File: config.mk
export PLATFORM = sky130hd
export DESIGN_NAME = assoc_mem_module
export DESIGN_NICKNAME = d
export VERILOG_FILES = /design/src/rtl/assoc_mem_module.sv
export SDC_FILE = /design/constraint.sdc
export NUM_CORES = 1
export LEC_CHECK = 0
export ABC_AREA = 1
export CAP_MARGIN = 30
export CORE_MARGIN = 3
export CORE_UTILIZATION = 60
export CTS_CLUSTER_SIZE = 14
export DETAILED_ROUTE_END_ITERATION = 10
export PLACE_DENSITY = 0.89
export SYNTH_ARGS = -nofsm -noshare
export SYNTH_HDL_FRONTEND = slang
export SYNTH_SLANG_ARGS = --single-unit
export TNS_END_PERCENT = 5
File: constraint.sdc
create_clock -name clk -period 4 [get_ports clk]
set_input_delay 0.6 -clock clk [delete_from_list [all_inputs] [get_ports clk]]
set_output_delay 0.6 -clock clk [all_outputs]
set_load 0.01 [all_outputs]
File: src/rtl/assoc_mem_module.sv
// 2-way set-associative write-back/write-allocate cache with LRU, indirect addressing and flush, in front of a handshaked RAM.
// Latency: hit 2 cycles start-to-dataReady; clean read miss 3 + RAM wait; dirty victim adds EVICT wait + 1; indirect adds a pass + 1.
// Backpressure: one command in flight; start ignored while busy; RAM requests held stable until ramReady.
module assoc_mem_module #(
  parameter int ramWidth = 8,
  parameter int addrSize = 8,
  parameter int indexW   = 2,
  parameter int cntW     = 16
) (
  input  logic                clk,
  input  logic                clr,
  input  logic                start,
  input  logic [1:0]          cntrl,
  input  logic                isIndirect,
  input  logic [addrSize-1:0] addr,
  input  logic [ramWidth-1:0] dataIn,
  output logic [ramWidth-1:0] dataOut,
  output logic                dataReady,
  output logic                busy,
  output logic                ramRdEn,
  output logic                ramWrEn,
  output logic [addrSize-1:0] ramAddr,
  output logic [ramWidth-1:0] ramWData,
  input  logic [ramWidth-1:0] ramRData,
  input  logic                ramReady,
  output logic [cntW-1:0]     hitCount,
  output logic [cntW-1:0]     missCount
);
  localparam int numSets = 1 << indexW;
  localparam int tagW    = addrSize - indexW;
  localparam logic [1:0] cmdWrite = 2'b10;
  localparam logic [1:0] cmdFlush = 2'b11;

  typedef enum logic [2:0] {IDLE, LOOKUP, EVICT, FILL, RESOLVE, DONE, FLSCAN, FLWB} stateT;
  stateT state, nextState;

  logic [tagW-1:0]     tagArr   [2][numSets];
  logic [ramWidth-1:0] dataArr  [2][numSets];
  logic                validArr [2][numSets];
  logic                dirtyArr [2][numSets];
  logic                lruArr   [numSets];   // way to replace next

  logic [1:0]          opCmd;
  logic [addrSize-1:0] opAddr;
  logic [ramWidth-1:0] opData;
  logic                ptrPhase;   // current pass is the pointer fetch of an indirect op
  logic [addrSize-1:0] ptrVal;
  logic                victimWay;
  logic [indexW:0]     scanIdx;    // {set, way}, way in the LSB so way0 precedes way1

  logic [indexW-1:0]   idx;
  logic [tagW-1:0]     tagIn;
  logic                hit0, hit1, hit, hitWay, missWay, missVictimDirty, isRead;
  logic [indexW-1:0]   scanSet;
  logic                scanWay, scanDirty, lastScan;

  assign idx             = opAddr[indexW-1:0];
  assign tagIn           = opAddr[addrSize-1:indexW];
  assign hit0            = validArr[0][idx] && (tagArr[0][idx] == tagIn);
  assign hit1            = validArr[1][idx] && (tagArr[1][idx] == tagIn);
  assign hit             = hit0 || hit1;
  assign hitWay          = ~hit0;
  assign missWay         = !validArr[0][idx] ? 1'b0 : (!validArr[1][idx] ? 1'b1 : lruArr[idx]);
  assign missVictimDirty = validArr[missWay][idx] && dirtyArr[missWay][idx];
  assign isRead          = ptrPhase || (opCmd != cmdWrite);
  assign scanSet         = scanIdx[indexW:1];
  assign scanWay         = scanIdx[0];
  assign scanDirty       = validArr[scanWay][scanSet] && dirtyArr[scanWay][scanSet];
  assign lastScan        = &scanIdx;

  // State register
  always_ff @(posedge clk or posedge clr) begin
    if (clr) state <= IDLE;
    else     state <= nextState;
  end

  // Next-state and Moore outputs; RAM requests are pure functions of state so reset drops them at once
  always_comb begin
    nextState = state;
    busy      = (state != IDLE);
    dataReady = 1'b0;
    ramRdEn   = 1'b0;
    ramWrEn   = 1'b0;
    ramAddr   = '0;
    ramWData  = '0;
    case (state)
      IDLE:    if (start && cntrl != 2'b00) nextState = (cntrl == cmdFlush) ? FLSCAN : LOOKUP;
      LOOKUP: begin
        if (hit)                  nextState = ptrPhase ? RESOLVE : DONE;
        else if (missVictimDirty) nextState = EVICT;
        else                      nextState = isRead ? FILL : DONE;
      end
      EVICT: begin
        ramWrEn  = 1'b1;
        ramAddr  = {tagArr[victimWay][idx], idx};
        ramWData = dataArr[victimWay][idx];
        if (ramReady) nextState = isRead ? FILL : DONE;
      end
      FILL: begin
        ramRdEn = 1'b1;
        ramAddr = opAddr;
        if (ramReady) nextState = ptrPhase ? RESOLVE : DONE;
      end
      RESOLVE: nextState = LOOKUP;
      DONE: begin
        dataReady = 1'b1;
        nextState = IDLE;
      end
      FLSCAN: begin
        if (scanDirty)     nextState = FLWB;
        else if (lastScan) nextState = DONE;
      end
      FLWB: begin
        ramWrEn  = 1'b1;
        ramAddr  = {tagArr[scanWay][scanSet], scanSet};
        ramWData = dataArr[scanWay][scanSet];
        if (ramReady) nextState = lastScan ? DONE : FLSCAN;
      end
      default: nextState = IDLE;
    endcase
  end

  // Command latch, line status bits, counters and the read result
  always_ff @(posedge clk or posedge clr) begin
    if (clr) begin
      opCmd     <= '0;
      opAddr    <= '0;
      opData    <= '0;
      ptrPhase  <= 1'b0;
      ptrVal    <= '0;
      victimWay <= 1'b0;
      scanIdx   <= '0;
      dataOut   <= '0;
      hitCount  <= '0;
      missCount <= '0;
      for (int s = 0; s < numSets; s++) begin
        validArr[0][s] <= 1'b0;
        validArr[1][s] <= 1'b0;
        dirtyArr[0][s] <= 1'b0;
        dirtyArr[1][s] <= 1'b0;
        lruArr[s]      <= 1'b0;
      end
    end else begin
      case (state)
        IDLE: if (start && cntrl != 2'b00) begin
          opCmd    <= cntrl;
          opAddr   <= addr;
          opData   <= dataIn;
          ptrPhase <= isIndirect && (cntrl != cmdFlush);
          scanIdx  <= '0;
        end
        LOOKUP: begin
          if (hit) begin
            if (hitCount != {cntW{1'b1}}) hitCount <= hitCount + 1'b1;
            lruArr[idx] <= ~hitWay;
            if (!isRead)      dirtyArr[hitWay][idx] <= 1'b1;
            else if (ptrPhase) ptrVal <= dataArr[hitWay][idx][addrSize-1:0];
            else               dataOut <= dataArr[hitWay][idx];
          end else begin
            if (missCount != {cntW{1'b1}}) missCount <= missCount + 1'b1;
            victimWay <= missWay;
            if (!missVictimDirty && !isRead) begin
              validArr[missWay][idx] <= 1'b1;
              dirtyArr[missWay][idx] <= 1'b1;
              lruArr[idx]            <= ~missWay;
            end
          end
        end
        EVICT: if (ramReady) begin
          // a write miss installs straight over the freshly cleaned victim
          dirtyArr[victimWay][idx] <= !isRead;
          if (!isRead) begin
            validArr[victimWay][idx] <= 1'b1;
            lruArr[idx]              <= ~victimWay;
          end
        end
        FILL: if (ramReady) begin
          validArr[victimWay][idx] <= 1'b1;
          dirtyArr[victimWay][idx] <= 1'b0;
          lruArr[idx]              <= ~victimWay;
          if (ptrPhase) ptrVal  <= ramRData[addrSize-1:0];
          else          dataOut <= ramRData;
        end
        RESOLVE: begin
          opAddr   <= ptrVal;
          ptrPhase <= 1'b0;
        end
        FLSCAN: if (!scanDirty) scanIdx <= scanIdx + 1'b1;
        FLWB: if (ramReady) begin
          dirtyArr[scanWay][scanSet] <= 1'b0;
          scanIdx                    <= scanIdx + 1'b1;
        end
        default: ;
      endcase
    end
  end

  // Tag and data storage; contents are meaningless until the valid bit is set
  always_ff @(posedge clk) begin
    if (state == LOOKUP && hit && !isRead) begin
      dataArr[hitWay][idx] <= opData;
    end else if (state == LOOKUP && !hit && !missVictimDirty && !isRead) begin
      tagArr[missWay][idx]  <= tagIn;
      dataArr[missWay][idx] <= opData;
    end else if (state == EVICT && ramReady && !isRead) begin
      tagArr[victimWay][idx]  <= tagIn;
      dataArr[victimWay][idx] <= opData;
    end else if (state == FILL && ramReady) begin
      tagArr[victimWay][idx]  <= tagIn;
      dataArr[victimWay][idx] <= ramRData;
    end
  end
endmodule
Yosys cells after proc, flatten, opt, wreduce, memory -nomap -nowiden
Memories as Yosys holds them, arrays and structs flattened. Cells that the tools add are included.

Memory bits (writable): 112. Output and inout bits: 60. Memories: 2. Bits in latches: 0. Word-level logic and storage cells: 419. Register bits: 94. ROM bits: 0. Input port bits: 31.

Equality and inequality tests: 31. Multiply operators: 0. Bitwise operators: 74. Add/sub/neg operators: 3. Reductions and logical operators: 51. Divide/modulo/power cells: 0. Multiplexer cells: 215. $lt $le $gt $ge: 12. Shift-type cells: 0.

Memories: dataArr (depth 2, bits a word 32, read ports 3, clocked after memory_dff 0, wr ports 1, line 38) `logic [ramWidth-1:0] dataArr [2][numSets];`; tagArr (depth 2, bits a word 24, read ports 4, clocked after memory_dff 0, wr ports 1, line 37) `logic [tagW-1:0] tagArr [2][numSets];`.

Operators by type and width (count): 32-bit 2-to-1 mux (8); 8-bit 2-to-1 mux (29); 24-bit 2-to-1 mux (5); 1-bit 2-to-1 mux (92); 4-bit 2-to-1 mux (21); 8-bit case mux with 2 select lines (4); 32-bit OR reduction (2); 1-bit OR (56); 6-bit 2-to-1 mux (9); 6-bit binary-select mux with 2-bit select (4); 8-bit binary-select mux with 2-bit select (3); 8-bit case mux with 3 select lines (2); 3-bit 2-to-1 mux (13); 16-bit by 1-bit adder with 16-bit output, second input constant (2); 16-bit != test, second input constant (2); 2-bit != test, second input constant (16); 8-bit OR (4); 8-bit case mux with 4 select lines (1); 3-bit case mux with 8 select lines (1); 6-bit AND reduction (4); 24-bit OR reduction (1); 1-bit logical AND (21); 8-bit bitwise AND (2); 4-bit demux with 1-bit select (4); 36 further kinds (80).

Longest topological paths before layout
Word-level depth: 23. Mapped depth: 20. Depth with buffers taken out: 18.

Worst setup path after synthesis
OpenSTA, ideal clock, no wires.

Kind: register -> register. Start: register opAddr[0]. End: memory dataArr[0][0] (netlist name) (enable). Required time: 3630 ps. Stages on the path, launching flop included: 19. Slack: 1482 ps. Clock period less this slack: 2518 ps. Arrival: 2148 ps. Path buffers: 3. Setup time: 370 ps. Path through: dfrtp_1 > buf_6 > inv_4 > nand2_2 > buf_6 > nor2_2 > nor2_2 > nand3_1 > nand2_1 > nor2_1 > nand3_2 > buf_6 > inv_2 > nand2_1 > o21ai_0 > inv_1 > nand2_1 > inv_1 > nor2_1.

Longest elaborated chain between the ends: 23. Elaborated cells on any way between the ends: 99. Classes of those cells: order compare: 2; eq/ne: 2; mux: 46; bitwise: 35; reduce/logical: 14.

RTL lines: start: declaration (line 44) `logic [addrSize-1:0] opAddr;`; start signal: assignment (line 147) `opAddr <= addr;`; start signal: assignment (line 185) `opAddr <= ptrVal;`; 2-bit NOT with 3-bit output (implied by the code) (*); 1-bit binary-select mux with 2-bit select, on equally long branches (line 63, 60); 1-bit 2-to-1 mux, on equally long branches (2 in series) (line 63, 60); 1-bit 2-to-1 mux (2 in series) (line 63) `assign missWay = !validArr[0][idx] ? 1'b0 : (!validArr[1][idx] ? 1'b1 : lruArr[idx]);`; 1-bit NOT with 2-bit output (implied by the code) (line 64) `assign missVictimDirty = validArr[missWay][idx] && dirtyArr[missWay][idx];`; 4-bit 2-to-1 mux (implied by the code) (3 in series) (line 64); 1-bit binary-select mux with 2-bit select (line 64); 1-bit 2-to-1 mux (implied by the code) (2 in series) (line 64); 1-bit logical AND (line 64); 1-bit logical NOT (line 202) `end else if (state == LOOKUP && !hit && !missVictimDirty && !isRead) begin`; 1-bit logical AND (2 in series) (line 202); 1-bit 2-to-1 mux (line 202); 1-bit 2-to-1 mux (line 200) `if (state == LOOKUP && hit && !isRead) begin`; 32-bit 2-to-1 mux, on equally long branches (line 204, 207, 210); 32-bit OR reduction (no source line) or 1-bit OR (tied branches); 1-bit 2-to-1 mux (no source line), or another cell as far along; 1-bit 2-to-1 mux (no source line) or 32-bit 2-to-1 mux (tied branches); end: declaration (line 38).

Every way passes the cells marked *; elsewhere a longest branch is shown, timed or not. The select of a mux whose other input is x is not followed.

Worst setup path after layout
Start: register opAddr[1]. End: output port ramWData[0].

Longest elaborated chain between the ends: 5.

RTL lines: 2-bit NOT with 3-bit output (implied by the code) (line 96) `ramWData = dataArr[victimWay][idx];`; 8-bit binary-select mux with 2-bit select (line 96); 8-bit 2-to-1 mux (implied by the code) (2 in series) (line 96); 8-bit case mux with 2 select lines (line 86) `case (state)`; end: declaration (line 23) `output logic [ramWidth-1:0] ramWData,`.

No other way between the ends. The select of a mux whose other input is x is not followed.

==> results.json <==
{
  "crit_start": "opAddr[1]$_DFFE_PP0P_",
  "status": "finished, final reports clean",
  "synth_nets": 1583,
  "clock_latency_ns": 0.52,
  "n_antenna_cell": 0,
  "maxCapViolations": 0,
  "grt_max_degree": 91,
  "setup.worst_path.end": "ramWData[0]",
  "drtIter0Drc": 1752,
  "yosys.area_share.simple_pct": 24.9,
  "viasPerCell": 6.25,
  "finClkSkew_ns": 0.0139,
  "grt_pass1_vias": 11300,
  "gr-usage-met1_pct": 46.1,
  "finalCritPeriodShare_pct": 94.1,
  "cts_hold_buf": 0,
  "drive_gt1_share_pct": 8.09,
  "synth_edf_count": 112,
  "busiest_layer": "met2",
  "p_leak_uw": 0.00613,
  "grtUsageMet3_pct": 7.20,
  "synth-seq-cells": 206,
  "seq_area_frac_synth_pct": 46.7,
  "synthMuxAreaShare_pct": 1.00,
  "async_flop_share_pct": 45.6,
  "h-tree-depth": 1,
  "root_buffer": "clkbuf_16",
  "cp.required_ns": 3.40,
  "reg2reg_slack_ns": 0.67,
  "drtPass1Iterations": 6,
  "synth_xor_xnor_area_share_pct": 2.15,
  "initial_utilization_pct": 62.0,
  "worstMarginPinSlew_ns": 1.01,
  "use_met2_pct": 55.7,
  "clk_path_buf_depth": 3,
  "die_w_um": 149,
  "rsz0062_at_grt": "false",
  "worstSetupStartpointType": "register",
  "cts_num_sinks": 206,
  "maxSlewViolCount": 0,
  "portBuffers": 90,
  "endpoint_kind": "primary output",
  "fmax_ghz": 0.266,
  "slew_headroom_pct": 32.7,
  "reg2reg_depth": 15,
  "power_density_nw_per_um2": 728,
  "ys_types": 57,
  "postSynthAreaPerCell_um2": 7.90,
  "core_um2": 19700,
  "drtAntennaViolNets": 0,
  "synthAdderAreaFrac_pct": 0.409,
  "grt_pass1_wl_mm": 60.8,
  "worstSetupPathType": "reg -> out",
  "gp_congestion": 1.01,
  "period_minus_slack_ns": 3.77,
  "power.total_uw": 10400,
  "arrival_ns": 3.17,
  "yosysWarnings": 0,
  "dieArea_um2": 22100,
  "syn_area_um2": 12200,
  "synthTopCellsByArea": "edfxtp_1, dfrtp_1, nand2_1",
  "area_growth_pct": 16.5,
  "cts_tree": "yes",
  "synth_top_area_share_pct": 27.5,
  "core.rowCount": 51,
  "die_h_um": 149,
  "pin_count": 91,
  "setup-violations-final": 0,
  "cts-buffers-inserted": 22,
  "hpwl_mm": 27.9,
  "drc": 0,
  "syn_inst": 1548,
  "synth_flop_cell": "edfxtp_1",
  "crit_fanout": 9,
  "wl_per_cell_um": 20.5,
  "hold_path.class": "reg -> reg",
  "vdd_drop_max_uv": 406,
  "via_count": 12000,
  "synth_top_family_by_area": "simple AND/OR/NAND/NOR gates",
  "synth-compound-area-share_pct": 16.9,
  "r2r_end": "dataArr[0][22]$_DFFE_PP_",
  "cts_setup_buffers": 0,
  "ctsResizeCount": 0,
  "tns_ns": 0,
  "clk_pin_slew_ns": 0.06,
  "gr-total-overflow": 0,
  "hold_viol_final": 0,
  "antenna_found_initial": 0,
  "drt-total-wl_mm": 39.4,
  "r2r_start": "opAddr[1]$_DFFE_PP0P_",
  "fin_nets": 1675,
  "gr-usage-all-layers_pct": 35.0,
  "yosysTopAreaCell": "edfxtp_1"
}
[flip-flops by register name (all words and copies together), names as in the netlist, 2 cells and up]
| register | cells |
|---|---|
| dataArr | 64 |
| dataOut | 8 |
| dirtyArr | 8 |
| hitCount | 16 |
| lruArr | 4 |
| missCount | 16 |
| opAddr | 8 |
| opCmd | 2 |
| opData | 8 |
| ptrVal | 8 |
| scanIdx | 3 |
| state | 3 |
| tagArr | 48 |
| validArr | 8 |
[final cells by class]
cell class | instances | area (µm²)
clock buffers | 24 | 568
clock inverters | 16 | 215
fillers | 1485 | 5470
inverters | 153 | 583
multi-input cells | 1120 | 5550
flip-flops and latches | 206 | 5720
well taps | 265 | 332
repair buffers | 137 | 1290
[metal layers]
layer / routed length (µm) / vias up
met4: 2260 / 0
met3: 4860 / 210
met2: 18100 / 920
met1: 14200 / 5474
met5: 0 / -
li1: - / 5406
[through the flow]
stage | hold slack (ns) | cells | worst slack [ns] | instance area (µm²) | utilization, %
after floorplan | 0.436 | 1548 | 0.951 | 12200 | -
after global placement | 0.453 | 1880 | 0.840 | 13400 | 68.2
after detailed placement | 0.470 | 1880 | 0.780 | 13400 | 68.2
after CTS | 0.485 | 1920 | 0.286 | 14200 | 72.1
after global routing | 0.507 | 1921 | 0.0925 | 14200 | 72.3
final | 0.485 | 1921 | 0.234 | 14200 | 72.3
[power breakdown]
group	leakage [µW]	total (µW)	internal (µW)	switching, µW
Clock	0.000385	2210	1350	855
Sequential	0.00222	3160	2760	398
Combinational	0.00352	5000	1640	3370
[cells in the mapped netlist (5+ instances only)]
cell type and count:
a221oi_1 5, inv_1 144, mux2_2 10, nand2_2 5, xnor2_1 7, xor2_1 23
o21ai_0 193, buf_1 9, o21ai_1 11, nor2_2 7, o211ai_1 32, nand4_1 17
dfrtp_1 94, buf_6 14, nand3_1 70, nor3_1 20, a21oi_1 45, o31ai_1 6
nor2_4 5, o2111ai_1 6, edfxtp_1 112, nand2_1 455, nor2_1 120, clkbuf_1 38
o22ai_1 34
[kinds of logic (layout without fill, tap and decap cells)]
group                    after synthesis  count (layout)
AND/OR/NAND/NOR                      716             716
AO/OA/AOI/OAI                        359             359
buffers and inverters                222             330
flip-flops                           206             206
XOR/XNOR                              30              30
multiplexers                          11              11
adder cells (fa/ha/maj)                4               4
[cell usage in the layout, fill, tap and decap left out, drive strengths merged, types with 2 or more instances in the layout]
cell type,n
nand2,463
o21ai,208
inv,150
nor2,133
edfxtp,112
dfrtp,94
clkdlybuf4s50,90
nand3,74
buf,47
a21oi,46
o22ai,34
o211ai,32
clkbuf,24
xor2,23
nor3,21
nand4,18
clkinv,13
mux2,10
xnor2,7
o31ai,6
o2111ai,6
a221oi,5
bufinv,5
nand3b,4
ha,4
o21bai,3
a211oi,3
a41oi,2
a22oi,2
a31oi,2
a221o,2
nor4,2
a22o,2
[worst max-delay path, stage by stage, from the launching register on]
cell             delay (ns)
dfrtp_1                0.48
nor2_2                 0.17
buf_4                  0.20
inv_1                  0.24
buf_4                  0.26
buf_4                  0.17
o22ai_1                0.18
nand2_1                0.07
o21ai_0                0.09
nor3_1                 0.06
o21ai_0                0.14
clkdlybuf4s50_1        0.59
[worst min path at each step]
stage                            start                      end  slack [ns]  cells after the start
2_1_floorplan  validArr[3]$_DFFE_PP0P_  validArr[3]$_DFFE_PP0P_        0.44                      2
3_3_place_gp   validArr[3]$_DFFE_PP0P_  validArr[3]$_DFFE_PP0P_        0.45                      2
3_5_place_dp   validArr[4]$_DFFE_PP0P_  validArr[4]$_DFFE_PP0P_        0.47                      2
4_1_cts          lruArr[3]$_DFFE_PP0P_    lruArr[3]$_DFFE_PP0P_        0.49                      2
5_1_grt        validArr[2]$_DFFE_PP0P_  validArr[2]$_DFFE_PP0P_        0.51                      2
6_report       dirtyArr[1]$_DFFE_PP0P_  dirtyArr[1]$_DFFE_PP0P_        0.49                      2
Note: power is estimated with default switching activity, not from simulation.
